**config.mk**
```make
export PLATFORM = sky130hd
export DESIGN_NAME = fetch_stage
export DESIGN_NICKNAME = d
export VERILOG_FILES = /design/src/rtl/fetch_stage.sv
export SDC_FILE = /design/constraint.sdc
export NUM_CORES = 1
export LEC_CHECK = 0
export CORE_MARGIN = 5
export CORE_UTILIZATION = 52
export CTS_CLUSTER_DIAMETER = 200
export DETAILED_ROUTE_END_ITERATION = 7
export PLACE_DENSITY = 0.85
export SLEW_MARGIN = 25
export SYNTH_ARGS = -nofsm -noshare
export SYNTH_HDL_FRONTEND = slang
export SYNTH_SLANG_ARGS = --single-unit
```
**constraint.sdc**
```tcl
create_clock -name clk -period 12.57 [get_ports clk]
set_input_delay 1.8855 -clock clk [delete_from_list [all_inputs] [get_ports clk]]
set_output_delay 1.8855 -clock clk [all_outputs]
set_load 0.03 [all_outputs]
```
**src/rtl/fetch_stage.sv**
```systemverilog
// MIPS instruction-fetch stage: PC owner, 1-cycle imem requester and DEPTH-entry queue toward IF/ID.
// Optional macro FETCH_PERF_EN adds a saturating stall counter; otherwise stall_count is tied to 0.
module fetch_stage #(
    parameter int               WIDTH    = 32,
    parameter logic [WIDTH-1:0] RESET_PC = '0,
    parameter int               DEPTH    = 2
) (
    input  logic             clk,
    input  logic             reset,
    output logic             imem_req,
    output logic [WIDTH-1:0] imem_addr,
    input  logic [WIDTH-1:0] imem_rdata,
    input  logic             redirect_valid,
    input  logic [WIDTH-1:0] redirect_pc,
    output logic             id_valid,
    input  logic             id_ready,
    output logic [WIDTH-1:0] id_instr,
    output logic [WIDTH-1:0] id_pc,
    output logic [WIDTH-1:0] id_pc_plus4,
    output logic [31:0]      stall_count
);

    localparam int            PW      = $clog2(DEPTH);
    localparam int            CW      = PW + 1;
    localparam logic [CW:0]   DEPTH_C = (CW+1)'(DEPTH);

    typedef enum logic [1:0] {S_BOOT, S_RUN, S_REDIR} state_t;

    state_t           state;
    logic [WIDTH-1:0] pc;
    logic             vld_p1;
    logic [WIDTH-1:0] pc_p1;
    logic [WIDTH-1:0] q_instr [DEPTH];
    logic [WIDTH-1:0] q_pc    [DEPTH];
    logic [PW-1:0]    head;
    logic [PW-1:0]    tail;
    logic [CW-1:0]    occ;
    logic [CW:0]      fill;
    logic             issue;
    logic             push;
    logic             pop;
    logic             unused_redirect_lsbs;

    // The in-flight response is counted against capacity so it always finds a free entry.
    assign fill     = {1'b0, occ} + {{CW{1'b0}}, vld_p1};
    assign issue    = (state == S_RUN) && !redirect_valid && (fill < DEPTH_C);
    assign push     = vld_p1 && !redirect_valid;
    assign pop      = id_valid && id_ready;

    assign imem_req    = issue;
    assign imem_addr   = pc;
    assign id_valid    = (occ != '0);
    assign id_instr    = q_instr[head];
    assign id_pc       = q_pc[head];
    assign id_pc_plus4 = id_pc + WIDTH'(4);

    assign unused_redirect_lsbs = ^redirect_pc[1:0];

    always_ff @(posedge clk) begin
        if (!reset) begin
            state  <= S_BOOT;
            pc     <= RESET_PC;
            vld_p1 <= 1'b0;
            head   <= '0;
            tail   <= '0;
            occ    <= '0;
        end else begin
            vld_p1 <= issue;
            if (redirect_valid) begin
                // Flush queue and drop any in-flight response; a same-cycle pop is simply lost with the flush.
                state <= S_REDIR;
                pc    <= {redirect_pc[WIDTH-1:2], 2'b00};
                head  <= '0;
                tail  <= '0;
                occ   <= '0;
            end else begin
                if (state != S_RUN)
                    state <= S_RUN;
                if (issue)
                    pc <= pc + WIDTH'(4);
                if (push)
                    tail <= tail + PW'(1);
                if (pop)
                    head <= head + PW'(1);
                occ <= occ + CW'(push) - CW'(pop);
            end
        end
    end

    // p1: response returns one cycle after issue, tagged with the PC it was fetched from
    always_ff @(posedge clk) begin
        if (issue)
            pc_p1 <= pc;
        if (push) begin
            q_instr[tail] <= imem_rdata;
            q_pc[tail]    <= pc_p1;
        end
    end

`ifdef FETCH_PERF_EN
    function automatic logic [31:0] sat_inc(input logic [31:0] v);
        return (v == '1) ? v : v + 32'd1;
    endfunction

    logic [31:0] stall_cnt;

    always_ff @(posedge clk) begin
        if (!reset)
            stall_cnt <= '0;
        else if (id_valid && !id_ready)
            stall_cnt <= sat_inc(stall_cnt);
    end

    assign stall_count = stall_cnt;
`else
    assign stall_count = '0;
`endif

endmodule

```
Word-level counts from Yosys, hierarchy flattened. Memory sizes are Yosys's and may differ from the RTL's. A register that Yosys moved wholly into a read port is not among the register bits. Cells that the tools add are included.

Register bits after elaboration: 71. Latch bits: 0. Memory bits (writable): 128. Bits in read-only memories: 0. Output and inout bits: 162. Word-level logic and storage cells: 41. Memories: 2.

$add $sub $neg: 7. Multiply operators: 0. Divide/modulo/power cells: 0. $lt $le $gt $ge: 1. Eq/ne operators: 2. Shifts and indexed selects: 0. Muxes and demuxes: 10. Bitwise logic cells: 1. Reductions and logical operators: 9.

Memory list: q_instr (depth 2, width 32, read ports 1, clocked after memory_dff 1, write ports 1, RTL line 33) `logic [WIDTH-1:0] q_instr [DEPTH];`; q_pc (depth 2, width 32, read ports 1, clocked after memory_dff 1, write ports 1, RTL line 34) `logic [WIDTH-1:0] q_pc [DEPTH];`.

Operators by type and width (number): $add A32 B3 Y32 const B (2); $mux W32 (2); $mux W1 (6); $reduce_bool A2 Y1 (3); $logic_and A1 B1 Y1 (4); $mux W2 (2); $add A2 B1 Y3 (1); $lt A3 B2 Y1 const B (1); $add A1 B1 Y1 const B (2); $add A2 B1 Y2 (1); $eq A2 B1 Y1 const B (1); $ne A2 B1 Y1 const B (1); $reduce_or A2 Y1 (1); $sub A2 B1 Y2 (1); $logic_not A1 Y1 (1); $not A1 Y1 (1).

Logic depth before layout (Yosys ltp).
Depth in word-level cells: 5. Gate-level depth with buffers: 12. Depth with buffers taken out: 8.

Worst setup path after synthesis. OpenSTA, ideal clock, no wires.

Path type: in2reg. Start point: in redirect_valid. End point: mem q_instr[0][0], enable pin. Setup time: 0.482 ns. Arrival time: 4.917 ns. Data required time: 12.088 ns. Setup slack: 7.171 ns. Cell stages on the path: 4. Buffers on the path: 1. Cells stage by stage: inv_1 > clkbuf_1 > nand2_1 > nor2_1.

Cells in the longest elaborated chain, start to end: 4.

RTL lines: from (decl) (RTL line 13) `input logic redirect_valid,`; $logic_not A1 Y1 (RTL line 47) `assign push = vld_p1 && !redirect_valid;`; $logic_and A1 B1 Y1 (RTL line 47); $mux W1 (RTL line 94) `if (push) begin`; $mux W1 (not written as such) (RTL line 95) `q_instr[tail] <= imem_rdata;`; to (decl) (RTL line 33).

Every way passes these cells.

Final worst setup path.
Start point: in redirect_valid. End point: out imem_req.

Cells in the longest elaborated chain, start to end: 3.

RTL lines: $logic_not A1 Y1 (RTL line 46) `assign issue = (state == S_RUN) && !redirect_valid && (fill < DEPTH_C);`; $logic_and A1 B1 Y1 (2 in series) (RTL line 46); to (decl) (RTL line 10) `output logic imem_req,`.

Every way passes these cells.

==> summary.txt <==
Outcome
  – Outcome: finished, final reports clean

Setup path
  – CP Cell Sequence: clkdlybuf4s50_1 > buf_4 > nor4b_2 > nand2_1 > inv_2 > clkdlybuf4s50_1
  – Slowest-stage cell, CP: inv_2
  – Critical path type: in -> out
  – Worst setup SP type: input port
  – Worst-path fanout max: 44
  – Critical Path RT: ~11 ns
  – Nature of the critical path endpoint: primary output
  – CP dominant cell by count: clkdlybuf4s50_1
  – CP delay by family, top: buffers and inverters
  – Crit-path max cell delay: 0.89 ns
  – Data arrival, critical path: 5.13 ns
  – CP Buf/Inv Count: 4

STA
  – Total Neg Setup Slack: 0 ns
  – Slew headroom: 0.311
  – Final Cycle Share: 0.558
  – Final setup vio count: 0
  – Tmin final: 7.02 ns
  – Unrepaired setup endpoints after global routing: no
  – Worst-Margin Slew: 1.03 ns
  – F_max: 0.143 GHz
  – Final Skew: 0.0105 ns
  – Slew Viols, Final: 0
  – Final hold violations: 0

Yosys
  – Synth Instances: between 600 and 700
  – Ys async rst share: 0
  – Syn. warnings: 0
  – Synth Flop Type: edfxtp_1
  – Synth top area cells: edfxtp_1, dfxtp_1, mux2_2
  – Syn Std Cell Area: 8550 um^2
  – Mean area per synthesized cell: 13.0 um^2
  – Number of flops mapped to enable cells by yosys: 154
  – Synth cell types: 60
  – Yosys top cell by area: edfxtp_1
  – Area share of the largest cell type after synthesis: 0.541
  – Sequential area share after synthesis: 0.630
  – Top-count cell post-synth: edfxtp_1
  – Synth cell count leaders: edfxtp_1, nand2_1, mux2_2
  – Seq cells post-synth: 192

Detailed routing
  – Post-route DRC violation count: 0
  – Antenna viol nets, final: 0
  – Post-DR wirelength/cell: 17.6 um
  – Routed via count: 5,759
  – DR pass1 iterations: 4
  – Number of DRC markers in iteration 0: 291
  – Vias/cell: roughly 5.4
  – Total Routed Length: 18.8 mm

Pwr
  – Pleak: 3.75 nW
  – Pwr dens: ~120 nW/um^2
  – Max IR drop VDD: 0.000116 V

Min path
  – Worst hold path type: reg -> reg

Die
  – Std-Cell Rows: 46
  – Starting Density: 0.534
  – Die span in x: around 140 um
  – I/O pin cnt: 230
  – Die height: 138 um
  – Die area: 19,100 um^2
  – Core area: 16,000 um^2

Global routing
  – Largest net degree at the start of global routing: 90
  – GRT Overall Usage: 0.191
  – Vias in the first global route: 5,519
  – Global-route wire length before repair: a little under 30 mm
  – Initial antenna violation count: 0
  – Congestion Overflow GR: 0

Clocking
  – Worst-path clk slew: roughly 0.070 ns
  – Cts bufs inserted: 17
  – Postcts setup bufs: 0
  – CTS Buffer Depth: 2
  – Post-CTS Resized: 0
  – Clock H-tree levels: 4
  – Root buffer cell: clkbuf_16
  – Hold Buf Count CTS: 0
  – Clock Sinks: 192
  – Clk Latency, worst-skew pair: 0.42 ns
  – CTS tree: yes

Cells and area
  – Layout cells sized above 1: 0.116
  – Post-layout nets: 915
  – Diodes inserted: 0
  – Area growth from synthesis to layout: 29.2%
  – Util after Layout: 0.690
  – FILL cells: between 1,000 and 1,500

Flow run
  – Number of max-cap violations: 0

Placement
  – Dpl hpwl: between 10 and 15 mm
  – GPL Wtd Cong: 0.862
  – PortBufs: between 150 and 200
[worst reg2reg max path: stages (launching register included)]
cell,delay (ns)
dfxtp_1,0.31
nor4b_2,0.27
nand2_1,0.54
inv_2,0.89
nand3_1,0.42
or3_1,0.44
a31oi_1,0.15
[state kept, by name, summed over array words and instances, names as in the netlist, named ones only]
register,cells
state,2
pc_p1,30
q_pc,60
vld_p1,1
occ,2
head,1
imem_addr,30
tail,1
q_instr,64
[power by group]
group | internal, W | switching, W
clock | 0.000260 | 0.000237
combinational | 0.0000408 | 0.0000573
sequential | 0.000695 | 0.0000135
[placed cells by master (no fill, tap or decap), types with 5 or more instances in the layout]
master,instances
nor4_1,7
dfxtp_1,37
conb_1,38
clkinvlp_4,5
inv_6,5
o21ai_0,11
o21a_1,5
nand2_1,63
xnor2_1,16
and3_1,6
nand4_1,18
a21oi_1,20
xor2_1,20
edfxtp_1,154
a31oi_1,10
nand3_1,31
nor2_1,27
inv_1,15
clkdlybuf4s50_1,189
and2_1,9
o211ai_1,6
mux2i_1,10
clkbuf_16,17
nor3_1,6
mux2_2,52
and4_1,5
[worst paths after layout]
check                                     end  slack [ns]  cells after the start      startpoint
worst max-delay path                 imem_req        5.55                      6  redirect_valid
worst min-delay path               q_pc[0][7]        0.45                      0        pc_p1[7]
worst max register to register  imem_addr[28]        9.47                      6        state[1]
worst min register to register     q_pc[0][7]        0.45                      0        pc_p1[7]
[final cells by class]
cell class	instances	area [um^2]	share of cell area
clock inverters	14	124	0.0112
inverters	16	60.1	0.00544
repair buffers	192	1910	0.173
clock buffers	18	429	0.0389
flip-flops and latches	192	5390	0.488
multi-input cells	424	2850	0.258
well taps	216	270	0.0245
[cell families after synthesis]
| logic type | share of synthesized area |
|---|---|
| XOR/XNOR | 0.0369 |
| AND/OR/NAND/NOR | 0.125 |
| AO/OA/AOI/OAI | 0.0666 |
| other | 0.000439 |
| multiplexers | 0.0815 |
| flip-flops | 0.630 |
| buffers and inverters | 0.0534 |
| adder cells (fa/ha/maj) | 0.00586 |
[through the flow]
stage	setup WS (ns)	instances	total power, W	instance area (um^2)	hold slack [ns]
floorplan	7.17	693	0.000781	8690	0.421
global placement	5.57	1040	0.000818	10500	0.425
detailed placement	5.57	1040	0.000820	10500	0.430
CTS	5.57	1072	0.00131	11000	0.446
global route	5.33	1072	0.00135	11000	0.457
finish	5.55	1072	0.00130	11000	0.448
[metal layers]
| layer | GRT usage | part of all wire | up-vias |
|---|---|---|---|
| met5 | 0 | 0 | - |
| met4 | 0.0520 | 0.012 | 0 |
| met3 | 0.0441 | 0.073 | 18 |
| met2 | 0.316 | 0.48 | 240 |
| met1 | 0.255 | 0.43 | 2732 |
| li1 | - | - | 2769 |
Power figures use the tool's default switching activity.
